File: config.mk
export PLATFORM = sky130hd
export DESIGN_NAME = decode_buffer
export DESIGN_NICKNAME = d
export VERILOG_FILES = /design/src/rtl/decode_buffer.sv
export SDC_FILE = /design/constraint.sdc
export NUM_CORES = 1
export LEC_CHECK = 0
export BUFFER_PORTS_ARGS = -buffer_cell sky130_fd_sc_hd__buf_2
export CAP_MARGIN = 10
export CORE_AREA = 2 2 297 299
export CTS_CLUSTER_DIAMETER = 40
export CTS_CLUSTER_SIZE = 25
export DETAILED_ROUTE_END_ITERATION = 10
export DIE_AREA = 0 0 299 301
export GPL_ROUTABILITY_DRIVEN = 1
export GPL_TIMING_DRIVEN = 0
export PLACE_DENSITY = 0.56
export SYNTH_ARGS = -nofsm -noshare
export SYNTH_HDL_FRONTEND = slang
export SYNTH_SLANG_ARGS = --single-unit
export TNS_END_PERCENT = 5
File: constraint.sdc
create_clock -name clk -period 13.61 [get_ports clk]
set_input_delay 2.722 -clock clk [delete_from_list [all_inputs] [get_ports clk]]
set_output_delay 2.722 -clock clk [all_outputs]
set_load 0.005 [all_outputs]
File: src/rtl/decode_buffer.sv
// decode_buffer: DEPTH-entry elastic decode-to-execute queue with writeback capture bypass.
// Define DECODE_BUFFER_SNOOP_EN to also refresh queued operand values from the writeback port.
module decode_buffer #(
   parameter int XLEN   = 64,
   parameter int REG_AW = 9,
   parameter int CSR_W  = 24,
   parameter int CTRL_W = 32,
   parameter int DEPTH  = 2
) (
   input  logic                       clk,
   input  logic                       rst_n,
   input  logic                       flush_in,
   input  logic                       in_valid,
   output logic                       in_ready,
   input  logic [XLEN-1:0]            in_pc,
   input  logic                       in_pred_taken,
   input  logic [REG_AW-1:0]          in_rs1,
   input  logic [REG_AW-1:0]          in_rs2,
   input  logic [REG_AW-1:0]          in_rd,
   input  logic [XLEN-1:0]            in_rs1_value,
   input  logic [XLEN-1:0]            in_rs2_value,
   input  logic [XLEN-1:0]            in_imm,
   input  logic [CSR_W-1:0]           in_csr,
   input  logic [CTRL_W-1:0]          in_ctrl,
   input  logic                       wb_write,
   input  logic [REG_AW-1:0]          wb_rd,
   input  logic [XLEN-1:0]            wb_value,
   output logic                       out_valid,
   input  logic                       out_ready,
   output logic [XLEN-1:0]            out_pc,
   output logic                       out_pred_taken,
   output logic [REG_AW-1:0]          out_rs1,
   output logic [REG_AW-1:0]          out_rs2,
   output logic [REG_AW-1:0]          out_rd,
   output logic [XLEN-1:0]            out_rs1_value,
   output logic [XLEN-1:0]            out_rs2_value,
   output logic [XLEN-1:0]            out_imm,
   output logic [CSR_W-1:0]           out_csr,
   output logic [CTRL_W-1:0]          out_ctrl,
   output logic [$clog2(DEPTH+1)-1:0] count_out
);
   localparam int PW = DEPTH > 1 ? $clog2(DEPTH) : 1;
   localparam int CW = $clog2(DEPTH+1);
   logic [XLEN-1:0]   pc_q   [DEPTH];
   logic              pred_q [DEPTH];
   logic [REG_AW-1:0] rs1_q  [DEPTH];
   logic [REG_AW-1:0] rs2_q  [DEPTH];
   logic [REG_AW-1:0] rd_q   [DEPTH];
   logic [XLEN-1:0]   v1_q   [DEPTH];
   logic [XLEN-1:0]   v2_q   [DEPTH];
   logic [XLEN-1:0]   imm_q  [DEPTH];
   logic [CSR_W-1:0]  csr_q  [DEPTH];
   logic [CTRL_W-1:0] ctrl_q [DEPTH];
   logic [PW-1:0]     wr_ptr_q, wr_ptr_d, rd_ptr_q, rd_ptr_d;
   logic [CW-1:0]     count_q, count_d;
   logic              enq, deq;
   logic [XLEN-1:0]   rs1_cap, rs2_cap;
   assign in_ready  = count_q < CW'(DEPTH);
   assign out_valid = count_q != '0;
   assign count_out = count_q;
   assign enq = in_valid && in_ready && !flush_in;
   assign deq = out_valid && out_ready;
   // A writeback landing in the enqueue cycle would otherwise be lost to this entry
   assign rs1_cap = (wb_write && wb_rd == in_rs1 && in_rs1 != '0) ? wb_value : in_rs1_value;
   assign rs2_cap = (wb_write && wb_rd == in_rs2 && in_rs2 != '0) ? wb_value : in_rs2_value;
   always_comb begin
      wr_ptr_d = flush_in ? '0 : !enq ? wr_ptr_q : wr_ptr_q == PW'(DEPTH-1) ? '0 : wr_ptr_q + 1'b1;
      rd_ptr_d = flush_in ? '0 : !deq ? rd_ptr_q : rd_ptr_q == PW'(DEPTH-1) ? '0 : rd_ptr_q + 1'b1;
      count_d  = flush_in ? '0 : count_q + CW'(enq) - CW'(deq);
   end
   always_ff @(posedge clk) begin
      if (!rst_n) begin
         wr_ptr_q <= '0;
         rd_ptr_q <= '0;
         count_q  <= '0;
      end else begin
         wr_ptr_q <= wr_ptr_d;
         rd_ptr_q <= rd_ptr_d;
         count_q  <= count_d;
      end
   end
`ifdef DECODE_BUFFER_SNOOP_EN
   logic [DEPTH-1:0] vld_q;
   always_ff @(posedge clk) begin
      if (!rst_n || flush_in) begin
         vld_q <= '0;
      end else begin
         if (deq) vld_q[rd_ptr_q] <= 1'b0;
         if (enq) vld_q[wr_ptr_q] <= 1'b1;
      end
   end
`endif
   always_ff @(posedge clk) begin
      if (!rst_n) begin
         for (int i = 0; i < DEPTH; i++) begin
            pc_q[i]   <= '0;
            pred_q[i] <= 1'b0;
            rs1_q[i]  <= '0;
            rs2_q[i]  <= '0;
            rd_q[i]   <= '0;
            v1_q[i]   <= '0;
            v2_q[i]   <= '0;
            imm_q[i]  <= '0;
            csr_q[i]  <= '0;
            ctrl_q[i] <= '0;
         end
      end else begin
`ifdef DECODE_BUFFER_SNOOP_EN
         for (int i = 0; i < DEPTH; i++) begin
            if (vld_q[i] && wb_write && wb_rd != '0 && rs1_q[i] == wb_rd) v1_q[i] <= wb_value;
            if (vld_q[i] && wb_write && wb_rd != '0 && rs2_q[i] == wb_rd) v2_q[i] <= wb_value;
         end
`endif
         if (enq) begin
            pc_q[wr_ptr_q]   <= in_pc;
            pred_q[wr_ptr_q] <= in_pred_taken;
            rs1_q[wr_ptr_q]  <= in_rs1;
            rs2_q[wr_ptr_q]  <= in_rs2;
            rd_q[wr_ptr_q]   <= in_rd;
            v1_q[wr_ptr_q]   <= rs1_cap;
            v2_q[wr_ptr_q]   <= rs2_cap;
            imm_q[wr_ptr_q]  <= in_imm;
            csr_q[wr_ptr_q]  <= in_csr;
            ctrl_q[wr_ptr_q] <= in_ctrl;
         end
      end
   end
   assign out_pc         = pc_q[rd_ptr_q];
   assign out_pred_taken = pred_q[rd_ptr_q];
   assign out_rs1        = rs1_q[rd_ptr_q];
   assign out_rs2        = rs2_q[rd_ptr_q];
   assign out_rd         = rd_q[rd_ptr_q];
   assign out_rs1_value  = v1_q[rd_ptr_q];
   assign out_rs2_value  = v2_q[rd_ptr_q];
   assign out_imm        = imm_q[rd_ptr_q];
   assign out_csr        = csr_q[rd_ptr_q];
   assign out_ctrl       = ctrl_q[rd_ptr_q];
endmodule
## After elaboration in Yosys (flattened, before gate mapping)

Memory sizes are Yosys's and may differ from the RTL's. A register that Yosys moved wholly into a read port is not among the register bits.
Cells that the tools add are included.

| storage, ports and cells | value |
|---|---|
| register bits after elaboration | 4 |
| memory bits (writable) | 680 |
| input port bits | 419 |
| output and inout port bits | 344 |
| memories kept | 10 |

| cells by class | value |
|---|---|
| add/sub/neg operators | 4 |
| order comparisons | 1 |
| equality and inequality tests | 2 |
| multiplexer cells | 58 |
| bitwise operators | 1 |
| reduce and logical (&&, ||, !) cells | 22 |

Memory list:

| name | depth | width | rd ports | clocked after Yosys merged registers in | write ports | RTL line | RTL |
|---|---|---|---|---|---|---|---|
| imm_q | 2 | 64 | 1 | 1 | 2 | 51 | `logic [XLEN-1:0] imm_q [DEPTH];` |
| pc_q | 2 | 64 | 1 | 1 | 2 | 44 | `logic [XLEN-1:0] pc_q [DEPTH];` |
| v1_q | 2 | 64 | 1 | 1 | 2 | 49 | `logic [XLEN-1:0] v1_q [DEPTH];` |
| v2_q | 2 | 64 | 1 | 1 | 2 | 50 | `logic [XLEN-1:0] v2_q [DEPTH];` |
| ctrl_q | 2 | 32 | 1 | 1 | 2 | 53 | `logic [CTRL_W-1:0] ctrl_q [DEPTH];` |
| csr_q | 2 | 24 | 1 | 1 | 2 | 52 | `logic [CSR_W-1:0] csr_q [DEPTH];` |
| 4 more memories | -- | -- | -- | -- | -- | -- |  |

Operators with widths:

| cell | count |
|---|---|
| 64-bit two-way mux | 6 |
| 64-bit OR reduction | 4 |
| 1-bit two-way mux | 47 |
| 32-bit two-way mux | 1 |
| 32-bit OR reduction | 1 |
| 9-bit two-way mux | 3 |
| 9-bit OR reduction | 3 |
| 24-bit two-way mux | 1 |
| 24-bit OR reduction | 1 |
| 9-bit equality test | 2 |
| 9-bit nonzero test | 2 |
| 1-bit logical AND | 7 |
| 1-bit adder (second input constant) | 2 |
| 2-bit by 1-bit adder with 2-bit output | 1 |
| 2-bit less-than comparator (second input constant) | 1 |
| 2-bit nonzero test | 1 |
| 2-bit OR reduction | 1 |
| 2-bit by 1-bit subtractor with 2-bit output | 1 |
| 1-bit logical NOT | 1 |
| 1-bit NOT | 1 |
| 1-bit OR reduction | 1 |

## Depth between registers and ports, before layout

| depth | value |
|---|---|
| depth after elaboration | 8 |
| gate-level depth with buffers | 9 |
| mapped depth without buffers | 9 |

## Least setup slack after synthesis

OpenSTA, ideal clock, no wires.

| timing | value |
|---|---|
| kind | input to register |
| start | in flush_in |
| end | mem csr_q[0][0] (enable) |
| setup time | 2.517 ns |
| arrival | 8.567 ns |
| required time | 11.093 ns |
| slack | 2.526 ns |
| cell stages on the path | 4 |
| path buffers | 0 |
| cell sequence | inv_1 and3_1 nand2b_1 nand2_1 |

RTL lines:

| what | RTL line | RTL |
|---|---|---|
| from (decl) | 12 | `input logic flush_in,` |
| to (decl) | 52 |  |

==> flow_summary.yaml <==
synthesis:
  synthTopCellsByCount: "678 x edfxtp_1, 421 x and2_1, 340 x mux2_2"
  yosys_warnings: 0
  synth_top_area_share: 0.673
  synth_seq_area_share: 0.678
  mappedNetlistNets: 2442
  ys_async_sr_fraction: 0
  synthCells: 2021
  synth_edf_count: 678
  yosys_most_used_dff: "edfxtp_1"
  synth_area_leader_cell: "edfxtp_1"
  synth.lib_cells_used.distinct: 27
  ys_seq_elements: 685
  synthesis.area_um2: 30200
  postSynthAreaPerCell_um2: 15.0
  most_used_standard_cell_by_instance_count_after_synthesis: "edfxtp_1"
  synthTopCellsByArea: "edfxtp_1 67%, mux2_2 13%, and2_1 8.7%"
worst_setup_path:
  critPathSlowestCell: "clkbuf_1"
  critical_path_depth: 5
  crit_chain: "clkbuf_1 > clkbuf_1 > clkbuf_1 > mux2_2 > buf_2"
  critical_path.startpoint_type: "register"
  timing.critical_path.max_delay_family: "buffers and inverters"
  timing.critical_path.mode_cell: "clkbuf_1"
  cp_slowest_stage_delay_ns: 0.81
  critical_path.max_fanout: 10
  rr_worst_depth: 7
  cp_data_arrival_time_ns: 3.40
  cp.required_ns: 10.89
  crit_buf_inv: 4
  endpoint_type_of_the_worst_setup_path: "output pin"
  setup.worst_path.class: "register to output pin"
clock_network:
  path_clk_slew_ns: 0.04
  numCtsBuffers: 107
  ctsLongestPathBuffers: 3
  cts_resized: 0
  h-tree-depth: 3
  cts.root.buffer_cell: "clkbuf_16"
  clock_latency_ns: 0.66
  cts.sink_count: 685
  cts_hold_repair.buffers: 0
  buffer_count_from_post_cts_setup_fixing: 0
  clock_tree_from_tritoncts: "done"
detailed_routing:
  route.detailed.wl_per_inst_um: 22.7
  antenna_violating_nets_post_route: 0
  detail_route.iter0.violations: 1100
  avgViaCountPerCell: 4.76
  detailroute.via_count: 19800
  drc_violation_count_after_routing: 0
  drtPass1Iterations: 5
  final_wirelength_mm: 94.6
die:
  design.die.area_um2: 90000
  fp.coreArea_um2: 86500
  starting_density_of_the_core: 0.350
  die-width_um: 299
  floorplan.rows: 108
  die_h_um: 301
  i_o_pin_count: 763
layout:
  num-nets-final: 3324
  stdcell_count: 4169
  design_area_um2: 39600
  post-route-util: 0.458
  post_route_cells_drive_above_1_share: 0.438
  fillerInstances: 7920
  syn_to_final_growth_pct: 31.1
timing:
  fmax_mhz: 163
  final-setup-viol-count: 0
  period_needed_ns: 6.12
  fin_crit_sh: 0.450
  worst-slew-pin-transition_ns: 1.06
  final.setup_skew_ns: 0.0231
  worst_slew_margin_rel: 0.295
  totalNegativeSetupSlack_ns: 0
  timing_hold_violations_final: 0
  timing_max_transition_violations_final: 0
  grt_setup_unrepaired: "false"
grt:
  global_route.usage.total: 0.205
  top_usage_layer: "met2"
  overflow: 0
  grtUsageMet1: 0.239
  via_count_of_the_first_global_routing_pass: 20900
  global_route_wire_length_before_repair_mm: 136
  pin_count_of_the_biggest_net_entering_global_routing: 64
  grtUsageMet3: 0.0569
  initial_antenna_violation_count: 23
  gr-usage-met2: 0.359
run:
  drv.max_cap_violation_count: 0
placed_design:
  dpl.cell_count: 3949
  port-buffer-count: 761
  placed_area_um2: 35800
  gp_routability_congestion: 0.895
  detailed_place_hpwl_mm: 70.9
worst_hold_path:
  worst_hold_path_type: "register to register"
  whs_path_depth: 1
pwr:
  peakVddDrop_mv: 0.0884
  static-leakage-power_uw: 0.0161
  powerDensity_nw_per_um2: 144
  totalPowerFinal_uw: 5700
run_status:
  status: "finished clean"
where the power goes:
group | switching, uW | internal, uW | total, uW
Sequential | 25.2 | 2440 | 2460
Combinational | 234 | 189 | 423
Clock | 1010 | 1810 | 2820
logic make-up (layout without fill, tap and decap cells):
kind of cell	after synthesis	after routing	share of synthesized area
AO/OA/AOI/OAI	4	4	0.00112
multiplexers	468	468	0.169
other	0	19	0
buffers and inverters	132	1106	0.0204
flip-flops	685	685	0.678
XOR/XNOR	21	21	0.00608
AND/OR/NAND/NOR	709	709	0.125
adder cells (fa/ha/maj)	2	2	0.000828
path summary, 6_finish.rpt:
path / startpoint / to / slack (ns)
setup / recovery: register / out_rs1_value[4] / 7.49
hold / removal: pred_q[1]$_DFF_P_ / pred_q[1]$_DFF_P_ / 0.50
setup reg to reg: count_out[1]$_SDFF_PP0_ / pc_q[0][62]$_SDFFCE_PN0P_ / 10.40
hold reg to reg: pred_q[1]$_DFF_P_ / pred_q[1]$_DFF_P_ / 0.50
worst reg2reg max path, stage by stage, from the launching register on:
cell	delay, ns
dfxtp_1	0.35
inv_1	0.11
and3_1	0.28
nand2_1	0.10
nor2_1	0.52
clkbuf_1	0.85
clkbuf_1	0.64
and2_1	0.23
routing by layer:
layer  routed length [um]  vias up
met2                48200      706
met1                36600     9877
li1                     -     9067
met3                 6780      165
met5                   74        -
met4                 2910       10
cell usage in the layout, fill, tap and decap left out, types with 2 or more instances in the layout:
cell        instances
buf_8               6
clkinv_4           12
bufinv_16          17
nor2_1            260
mux2i_1           128
nand4_1             4
nor4_1              2
edfxtp_1          678
and3_1              3
xnor2_1            21
buf_16             12
and2_1            421
ha_1                2
clkinv_8            3
clkinvlp_4         10
buf_2             762
nand2_1             6
clkbuf_16         110
or2_2               2
dfxtp_1             7
nor3_1              2
diode_2            19
mux2_2            340
a32o_1              2
buf_6               7
nand2_4             2
or4_1               2
and2_2              2
clkinv_2           14
clkbuf_1          121
clkinv_1           16
inv_6              11
inv_1               4
state kept, by name, indices dropped and copies added, names as in the netlist, named ones only:
signal     count
csr_q         48
rs2_q         18
count_out      2
ctrl_q        64
wr_ptr_q       1
pc_q         128
pred_q         2
v1_q         128
v2_q         128
rd_ptr_q       1
rd_q          18
rs1_q         18
imm_q        128
cell type report:
cell class	instances	area [um^2]	area share
clock buffers	117	2780	0.0701
clock inverters	84	977	0.0247
well taps	1155	1450	0.0365
plain buffers	128	602	0.0152
multi-input cells	1204	9130	0.230
flip-flops and latches	685	20500	0.517
repair buffers	773	4140	0.104
diodes	19	47.5	0.00120
inverters	4	15.0	0.000379
per-stage QoR:
| step | hold slack [ns] | setup slack (ns) |
|---|---|---|
| global placement | 0.483 | -3.05 |
| finish | 0.498 | 7.49 |
| global route | 0.510 | 7.18 |
| floorplan | 0.471 | 2.53 |
| CTS | 0.499 | 7.18 |
| detailed placement | 0.488 | 7.74 |
No activity file was read; power rests on OpenSTA's default activity.
